File: config.mk
export PLATFORM = sky130hd
export DESIGN_NAME = piso_tx
export DESIGN_NICKNAME = d
export VERILOG_FILES = /design/src/rtl/piso_tx.sv
export SDC_FILE = /design/constraint.sdc
export NUM_CORES = 1
export LEC_CHECK = 0
export ABC_CLOCK_PERIOD_IN_PS = 2200
export CAP_MARGIN = 30
export CORE_MARGIN = 1
export CORE_UTILIZATION = 53
export CTS_CLUSTER_DIAMETER = 30
export DETAILED_ROUTE_END_ITERATION = 8
export PLACE_DENSITY = 0.82
export SLEW_MARGIN = 15
export SYNTH_ARGS = -nofsm -noshare
export SYNTH_HDL_FRONTEND = slang
export SYNTH_SLANG_ARGS = --single-unit
File: constraint.sdc
create_clock -name clk -period 2.2 [get_ports clk]
set_clock_uncertainty 0.05 [all_clocks]
set_input_delay 0.44 -clock clk [delete_from_list [all_inputs] [get_ports clk]]
set_output_delay 0.44 -clock clk [all_outputs]
set_load 0.02 [all_outputs]
File: src/rtl/piso_tx.sv
// piso_tx: parallel-in serial-out transmitter feeding a downstream SIPO register.
// Words arrive over a valid/ready handshake. One word can wait in a hold register.
// Each word is sent MSB first on d_out. frame marks every frame bit, and done marks the last one.
// Optional feature: define PISO_PARITY_EN to append an even-parity bit to each frame.
module piso_tx #(
  parameter int WIDTH = 4
) (
  input  logic             clk,
  input  logic             rst_n,
  input  logic [WIDTH-1:0] data_in,
  input  logic             load_valid,
  output logic             load_ready,
  output logic             d_out,
  output logic             frame,
  output logic             busy,
  output logic             done
);

  localparam int            CW      = $clog2(WIDTH + 1);
  localparam logic [CW-1:0] CNT_TOP = CW'(WIDTH - 1);

  typedef enum logic [1:0] {
    IDLE   = 2'd0,
    SHIFT  = 2'd1,
    PARITY = 2'd2
  } state_t;

  state_t           state, state_nxt;
  logic [WIDTH-1:0] sreg, sreg_nxt;
  logic [WIDTH-1:0] hold_data, hold_data_nxt;
  logic [CW-1:0]    cnt, cnt_nxt;
  logic             hold_valid, hold_valid_nxt;
  logic             accept;
  logic             frame_end;
  logic             load_sreg;
  logic             d_out_nxt, frame_nxt, busy_nxt, done_nxt;
`ifdef PISO_PARITY_EN
  logic             par, par_nxt;
`endif

  // load_ready depends only on the registered hold flag, never on load_valid
  assign load_ready = !hold_valid;
  assign accept     = load_valid && load_ready;

`ifdef PISO_PARITY_EN
  assign frame_end  = (state == PARITY);
`else
  assign frame_end  = (state == SHIFT) && (cnt == '0);
`endif

  // A new word bypasses the hold register when the shifter is free, or about to become free, this edge
  assign load_sreg  = accept && ((state == IDLE) || frame_end);

  // Next-state logic: shift, count down, chain frames from hold or the input, and buffer overflow words
  always_comb begin
    state_nxt      = state;
    sreg_nxt       = sreg;
    cnt_nxt        = cnt;
    hold_data_nxt  = hold_data;
    hold_valid_nxt = hold_valid;
`ifdef PISO_PARITY_EN
    par_nxt        = par;
`endif

    case (state)
      SHIFT: begin
        sreg_nxt = {sreg[WIDTH-2:0], 1'b0};
        if (cnt != '0) begin
          cnt_nxt = cnt - CW'(1);
        end
`ifdef PISO_PARITY_EN
        else begin
          state_nxt = PARITY;
        end
`endif
      end
      default: ;
    endcase

    if (frame_end) begin
      if (hold_valid) begin
        sreg_nxt       = hold_data;
        hold_valid_nxt = 1'b0;
        cnt_nxt        = CNT_TOP;
        state_nxt      = SHIFT;
`ifdef PISO_PARITY_EN
        par_nxt        = ^hold_data;
`endif
      end else if (!accept) begin
        state_nxt = IDLE;
        cnt_nxt   = '0;
      end
    end

    if (load_sreg) begin
      sreg_nxt  = data_in;
      cnt_nxt   = CNT_TOP;
      state_nxt = SHIFT;
`ifdef PISO_PARITY_EN
      par_nxt   = ^data_in;
`endif
    end else if (accept) begin
      hold_data_nxt  = data_in;
      hold_valid_nxt = 1'b1;
    end
  end

  // Output values for the next cycle come from the next state, so every output can be registered
  always_comb begin
    frame_nxt = (state_nxt != IDLE);
    busy_nxt  = (state_nxt != IDLE) || hold_valid_nxt;
    d_out_nxt = 1'b0;
    done_nxt  = 1'b0;
    if (state_nxt == SHIFT) begin
      d_out_nxt = sreg_nxt[WIDTH-1];
`ifndef PISO_PARITY_EN
      done_nxt  = (cnt_nxt == '0);
`endif
    end
`ifdef PISO_PARITY_EN
    if (state_nxt == PARITY) begin
      d_out_nxt = par_nxt;
      done_nxt  = 1'b1;
    end
`endif
  end

  // Core state registers; reset drops any in-flight frame and any held word
  always_ff @(posedge clk or negedge rst_n) begin
    if (!rst_n) begin
      state      <= IDLE;
      sreg       <= '0;
      cnt        <= '0;
      hold_data  <= '0;
      hold_valid <= 1'b0;
`ifdef PISO_PARITY_EN
      par        <= 1'b0;
`endif
    end else begin
      state      <= state_nxt;
      sreg       <= sreg_nxt;
      cnt        <= cnt_nxt;
      hold_data  <= hold_data_nxt;
      hold_valid <= hold_valid_nxt;
`ifdef PISO_PARITY_EN
      par        <= par_nxt;
`endif
    end
  end

  // Registered serial outputs, cleared asynchronously so the line goes idle at once on reset
  always_ff @(posedge clk or negedge rst_n) begin
    if (!rst_n) begin
      d_out <= 1'b0;
      frame <= 1'b0;
      busy  <= 1'b0;
      done  <= 1'b0;
    end else begin
      d_out <= d_out_nxt;
      frame <= frame_nxt;
      busy  <= busy_nxt;
      done  <= done_nxt;
    end
  end

endmodule

# Word level (Yosys, flattened, before mapping)
# Cells that the tools add are included.
dict set report totals {
  regBits 18
  output_inout_bits 5
}
dict set report classes {
  bitwise_logic 1
  n_reduce_logical 12
  muxes 19
  n_eq_ne 2
  add_sub_neg 1
}
# cell count
set op_table {}
lappend op_table {{$mux 3} 6}
lappend op_table {{$mux 4} 4}
lappend op_table {{$mux 2} 4}
lappend op_table {{$logic_not 3->1} 2}
lappend op_table {{$mux 1} 5}
lappend op_table {{$eq 2x1->1 const B} 2}
lappend op_table {{$logic_and 1x1->1} 3}
lappend op_table {{$reduce_bool 3->1} 1}
lappend op_table {{$sub 3x1->3 const B} 1}
lappend op_table {{$logic_not 2->1} 1}
lappend op_table {{$logic_or 1x1->1} 2}
lappend op_table {{$reduce_and 2->1} 1}
lappend op_table {{$reduce_bool 2->1} 1}
lappend op_table {{$logic_not 1->1} 1}
lappend op_table {{$not 1->1} 1}

# Depth between registers and ports, before layout
# Gate-level depths: netlist (run 1).
dict set report depth {
  depth_word 9
  ltp_mapped 7
  ltp_nobuf 6
}

# Least setup slack after synthesis (run 1)
# Ideal clock, no wire load.
dict set report synth_timing {
  kind {reg2reg}
  start {reg cnt[0]}
  end {reg done}
  n_path_buf 1
  arrival_ns 1.465
  stages_incl_launch_ff 8
  setup_slack_ns 0.564
  period_less_slack_ns 1.636
  setup_time_ns 0.121
  path_cell_list {dfrtp_1 inv_1 ha_1 nand2b_4 buf_6 a221oi_4 a31o_1 and4b_1}
}
dict set report synth_via {
  elab_chain_len 9
}
# item line
set synth_lines {}
lappend synth_lines {{from (decl)} 31} ;# logic [CW-1:0] cnt, cnt_nxt;
lappend synth_lines {{from (signal assigned)} 142} ;# cnt <= cnt_nxt;
lappend synth_lines {{$sub 3x1->3 or $reduce_bool 3->1 (tied branches)} {69, 68}}
lappend synth_lines {{$mux 3} 68} ;# if (cnt != '0) begin
lappend synth_lines {{$mux 3} 65} ;# case (state)
lappend synth_lines {{$mux 3} 89} ;# end else if (!accept) begin
lappend synth_lines {{$mux 3} 81} ;# if (hold_valid) begin
lappend synth_lines {{$mux 3} 80} ;# if (frame_end) begin
lappend synth_lines {{$mux 3 *} 95} ;# if (load_sreg) begin
lappend synth_lines {{net cnt_nxt[1]} 31}
lappend synth_lines {{$logic_not 3->1 *} 117} ;# done_nxt = (cnt_nxt == '0);
lappend synth_lines {{$mux 1 *} 114} ;# if (state_nxt == SHIFT) begin
lappend synth_lines {{net done_nxt} 36} ;# logic d_out_nxt, frame_nxt, busy_nxt, done_nxt;
lappend synth_lines {{to (signal assigned)} 162} ;# done <= done_nxt;
lappend synth_lines {{to (decl)} 16} ;# output logic done
# The timed path passes the listed nets; every way through them passes the cells marked *.
# A chain may end at the register's enable or synchronous reset.

# Worst setup path in the final report (run 1)
dict set report layout_timing {
  start {reg hold_valid}
  end {out load_ready}
}
dict set report layout_via {
  elab_chain_len 1
}
# item line
set layout_lines {}
lappend layout_lines {{from (decl)} 32} ;# logic hold_valid, hold_valid_nxt;
lappend layout_lines {{from (signal assigned)} 144} ;# hold_valid <= hold_valid_nxt;
lappend layout_lines {{$logic_not 1->1} 42} ;# assign load_ready = !hold_valid;
lappend layout_lines {{to (decl)} 12} ;# output logic load_ready,
# No other way between the ends.

==> qor.yml, run 1 <==
worst_setup_path:
  reg2reg_depth: 4
  r2r_slack_ns: 0.39
  cp_data_required_time_ns: 1.71
  crit_fanout: 9
  r2r-end: "d_out$_DFF_PN0_"
  worstPathArrival_ns: 1.53
  cp-start-kind: "flop"
  endpoint_kind: "output port"
  crit_path_start: "hold_valid$_DFF_PN0_"
  timing_worst_setup_path_type: "flop to output port"
  reg2reg_from: "state[0]$_DFF_PN0_"
final_layout:
  mostFrequentLayoutCell: "dfrtp_1"
  most-common-layout-cells: "dfrtp_1 (18), nand2_1 (11), clkdlybuf4s50_1 (11), nor2_1 (7), mux2_2 (5)"
  nets: 109
  drive_gt1_frac: 0.1818
  area_delta_synth_final_pct: 14.64
  postLayoutCoreUtil: 0.6484
  antennaDiodeCount: 0
route:
  dr.first_iter.drc_count: 22
  first_pass_iters: 4
  wl_um: 1779
  ant_nets: 0
  route.detailed.wl_per_inst_um: 14.35
  post_drt_via_cell_ratio: 5.435
  drcViolationCount: 0
  vias: 674
hold_path:
  hold_class: "input pin to async pin"
place:
  hpwlAfterDp_um: 1256
  routabilityCongestion: 0.8212
  dpl_worst_slack_ns: 0.1925
  numPortBuffers: 11
outcome:
  outcome: "finished, final reports clean"
cts:
  cts-root-buf: "clkbuf_4"
  cts_tree: "yes"
  cts_max_level: 1
  cts.path.max_buffers: 2
  cts_resized: 0
  hold_buffers: 0
  clock_latency_ns: 0.29
  cts.clk_slew.worst_paths_ns: 0.10
  post_cts_buffers: 0
  cts_num_sinks: 18
  numCtsBuffers: 3
timing:
  max_freq_mhz: 496.1
  finalCritPeriodShare: 0.9163
  period_needed_ns: 2.016
  fin_setup_tns_ns: 0
  rsz0062_at_grt: "no"
  hold_violations: 0
  slew_violations: 0
  setup_slack_ns: 0.1842
  slew_headroom: 0.6974
  setup_viol: 0
  worst_slew_pin_slew_ns: 0.4539
floorplan:
  coreArea_um2: 1708
  ios: 12
  start_util: 0.5656
  die_y_um: 44.69
  die_area_um2: 1997
  die_w_um: 44.69
  rows: 15
power:
  powerDensity_nw_per_um2: 1372
  cellLeakagePower_nw: 0.4874
  total_power_mw: 1.519
  ir_drop_mv: 0.6847
global_route:
  grt-ovfl-total: 0
  grt_max_degree: 19
  track_usage: 0.1981
  grt_pass1_vias: 636
  grt_pass1_wl_um: 2856
  grt_antenna_before_repair: 0
synthesis:
  synthArstFlopShare: 1.000
  syn_inst: 89
  yosys_warnings: 0
  synth_cell_types: 36
  synth_flop_cell: "dfrtp_1"
  ys_ff_latch: 18
  seq_area_frac_synth: 0.4663
  synth_edf_count: 0
  synth_fp_nets: 98
  synth.avg_cell_area_um2: 10.85
  synth_area_um2: 965.9
flow_run:
  cap_violations: 0
## where the power goes
part | internal [mW] | switching, mW
Combinational | 0.365 | 0.376
Sequential | 0.467 | 0.113
Clock | 0.101 | 0.0975
## state kept, by name, indices dropped and copies added, names as in the netlist
| name | cells |
|---|---|
| state | 2 |
| frame | 1 |
| d_out | 1 |
| busy | 1 |
| hold_valid | 1 |
| sreg | 4 |
| hold_data | 4 |
| cnt | 3 |
| done | 1 |
## worst max-delay path, stage by stage, from the launching register on
cell and delay [ns]:
dfrtp_1 0.49, inv_1 0.14, clkdlybuf4s50_1 0.61
## through the flow
step,hold WS [ns],instances,area [µm²]
after floorplan,0.09441,89,965.9
after global placement,0.4424,120,1071
after detailed placement,0.4473,120,1071
after CTS,0.4230,124,1107
after global routing,0.4332,124,1107
final,0.4280,124,1107
## kinds of logic after synthesis
logic type / share of synthesized area
flip-flops: 0.4663
AO/OA/AOI/OAI: 0.1619
adder cells (fa/ha/maj): 0.02590
multiplexers: 0.06865
buffers and inverters: 0.06086
AND/OR/NAND/NOR: 0.2163
## synth_stat cells, types with 2 or more instances
library cell   n  area (µm²)
mux2_2         5       56.30
ha_1           2       25.02
and3_1         2       12.51
nor2_1         7       26.28
dfrtp_1       18       450.4
o21ai_0        3       15.01
nand2b_4       2       27.53
nand2_1       11       41.29
o31ai_1        3       22.52
a21oi_1        3       15.01
inv_1          4       15.01
buf_6          2       22.52
nand2b_1       4       25.02
## final cells by class
type	count	area, µm²
fillers	145	600.6
multi-input cells	61	456.7
flip-flops and latches	18	450.4
repair buffers	12	117.6
clock buffers	4	36.28
well taps	25	31.28
inverters	4	15.01
## metal layers
layer,track usage,vias up,wire (µm)
met5,0,-,0
met4,0.05455,0,6
met3,0.02400,2,44
met2,0.3382,15,901
met1,0.2677,332,826
li1,-,325,-
## worst max-delay path by stage
stage / end / cells after the start / slack (ns)
global placement: done$_DFF_PN0_ / 5 / 0.25
detailed placement: d_out$_DFF_PN0_ / 5 / 0.19
CTS: load_ready / 2 / 0.20
finish: load_ready / 2 / 0.18
floorplan: done$_DFF_PN0_ / 7 / 0.56
global route: load_ready / 2 / 0.13
(Power assumes the default switching activity.)
==> run 2, diff against run 1 <==
- CORE_MARGIN: 1 -> 2
==> run 2 against run 1 <==
Compared with the run above:
- cell area did not move
- power barely moved
- via count fell by 2.2%
- largest cell class unchanged
- critical path type unchanged
- clock-buffer cell count did not move
- cell count did not move
- sequential share of layout area did not move
- clock power barely moved
- flip-flop and latch count did not move
- setup slack improved by 0.0058 ns
==> qor.yml, run 2 (same netlist as run 1, synthesis figures left out) <==
cts:
  cts-root-buf: "clkbuf_4"  # unchanged
  hold_buffers: 0  # unchanged
  cts_resized: 0  # unchanged
  post_cts_buffers: 0  # unchanged
  numCtsBuffers: 3  # unchanged
  cts.clk_slew.worst_paths_ns: 0.10  # about the same
  clock_latency_ns: 0.29  # about the same
  cts_num_sinks: 18  # unchanged
  cts_max_level: 1  # unchanged
  cts.path.max_buffers: 2  # unchanged
  cts_tree: "yes"  # unchanged
floorplan:
  die_y_um: 46.69  # was 44.69 µm
  coreArea_um2: 1727  # was 1708 µm²
  ios: 12  # unchanged
  rows: 15  # unchanged
  die_w_um: 46.69  # was 44.69 µm
  die_area_um2: 2180  # was 1997 µm²
  start_util: 0.5594  # was 0.5656
route:
  vias: 659  # was 674
  ant_nets: 0  # unchanged
  post_drt_via_cell_ratio: 5.315  # was 5.435
  wl_um: 1670  # was 1779 µm
  route.detailed.wl_per_inst_um: 13.47  # was 14.35 µm
  drcViolationCount: 0  # unchanged
  dr.first_iter.drc_count: 2  # was 22
  first_pass_iters: 2  # was 4
final_layout:
  mostFrequentLayoutCell: "dfrtp_1"  # unchanged
  nets: 109  # unchanged
  most-common-layout-cells: "dfrtp_1 (18), nand2_1 (11), clkdlybuf4s50_1 (11), nor2_1 (7), mux2_2 (5)"  # unchanged
  top_regs: "hold_data x4, sreg x4, cnt x3"  # unchanged
  fin_cells: 124  # unchanged
  postLayoutCoreUtil: 0.6413  # was 0.6484
  nFillCells: 160  # was 145
  drive_gt1_frac: 0.1818  # unchanged
  antennaDiodeCount: 0  # unchanged
  area_delta_synth_final_pct: 14.64  # unchanged
worst_setup_path:
  reg2reg_depth: 6  # was 4
  timing_worst_setup_path_type: "flop to output port"  # unchanged
  crit_fanout: 9  # unchanged
  cp-start-kind: "flop"  # unchanged
  worstPathArrival_ns: 1.52  # was 1.53 ns
  cp.depth: 2  # unchanged
  endpoint_kind: "output port"  # unchanged
  crit_buf_inv: 2  # unchanged
  cp_top_family: "buffers and inverters"  # unchanged
  cp_slowest_cell: "clkdlybuf4s50_1"  # unchanged
  cpPeakStageDelay_ns: 0.60  # was 0.61 ns
  path_cells: "inv_1 -> clkdlybuf4s50_1"  # unchanged
  cp_data_required_time_ns: 1.71  # about the same
global_route:
  grt_antenna_before_repair: 0  # unchanged
  grt_max_degree: 19  # unchanged
  track_usage: 0.1872  # was 0.1981
  grt_pass1_wl_um: 2842  # was 2856 µm
  grt_pass1_vias: 684  # was 636
  grt-ovfl-total: 0  # unchanged
timing:
  slew_headroom: 0.7133  # was 0.6974
  worst_slew_pin_slew_ns: 0.4300  # was 0.4539 ns
  finalCritPeriodShare: 0.9136  # was 0.9163
  max_freq_mhz: 497.5  # was 496.1 MHz
  setup_viol: 0  # unchanged
  rsz0062_at_grt: "no"  # unchanged
  hold_ws_ns: 0.4161  # was 0.4280 ns
  hold_violations: 0  # unchanged
  slew_violations: 0  # unchanged
  fin_setup_tns_ns: 0  # unchanged
  period_needed_ns: 2.010  # was 2.016 ns
hold_path:
  hold_class: "input pin to async pin"  # unchanged
place:
  hpwlAfterDp_um: 1279  # was 1256 µm
  numPortBuffers: 11  # unchanged
  routabilityCongestion: 0.8733  # was 0.8212
  dp_cells: 120  # unchanged
flow_run:
  cap_violations: 0  # unchanged
power:
  powerDensity_nw_per_um2: 1371  # was 1372 nW/µm²
  cellLeakagePower_nw: 0.4874  # unchanged
  ir_drop_mv: 0.6521  # was 0.6847 mV
outcome:
  outcome: "finished, final reports clean"  # unchanged
run 2: cell counts in the layout (fill, tap and decap cells not counted):
Identical to the previous run, type by type.
run 2: final timing paths:
kind	start	to	slack (ns)
max	hold_valid$_DFF_PN0_	load_ready	0.19
min	rst_n	frame$_DFF_PN0_	0.42
max reg2reg	cnt[0]$_DFF_PN0_	done$_DFF_PN0_	0.42
min reg2reg	hold_data[2]$_DFFE_PN0P_	hold_data[2]$_DFFE_PN0P_	0.47
max in group asynchronous	rst_n	d_out$_DFF_PN0_	1.49
min in group clk	hold_data[2]$_DFFE_PN0P_	hold_data[2]$_DFFE_PN0P_	0.47
run 2: area by class of cell:
| class | count | area (µm²) | share of cell area |
|---|---|---|---|
| sequential | 18 | 450.4 | 0.4068 |
| tap | 25 | 31.28 | 0.02825 |
| clock buffer | 4 | 36.28 | 0.03277 |
| timing repair buffer | 12 | 117.6 | 0.1062 |
| inverter | 4 | 15.01 | 0.01356 |
| multi-input combinational | 61 | 456.7 | 0.4124 |
run 2: power by group:
group          internal [mW]  switching, mW
sequential             0.467          0.115
combinational          0.366          0.369
clock                  0.101          0.100
run 2: through the flow:
stage | setup WS [ns] | instance area [µm²] | power [mW]
6_report | 0.1901 | 1107 | 1.518
2_1_floorplan | 0.5637 | 965.9 | 1.172
3_3_place_gp | 0.2713 | 1071 | 1.299
4_1_cts | 0.1829 | 1107 | 1.525
3_5_place_dp | 0.2183 | 1071 | 1.324
5_1_grt | 0.1142 | 1107 | 1.632
run 2: worst reg2reg max path, cell delays in order (launching register included):
cell      delay (ns)
dfrtp_1         0.41
inv_1           0.09
ha_1            0.26
nand2b_4        0.13
a221oi_4        0.37
a31o_1          0.17
and4b_1         0.19
run 2: metal layers:
layer / vias up / track usage / part of all wire
li1: 329 / - / -
met1: 317 / 0.2249 / 0.47
met2: 11 / 0.3222 / 0.50
met3: 2 / 0.03922 / 0.024
met4: 0 / 0.07778 / 0.011
met5: - / 0 / 0
==> run 3, diff against run 2 <==
- SKIP_LAST_GASP: default -> 1
==> results of run 3 <==
Final layout, timing and power as in run 2 (identical DEF).
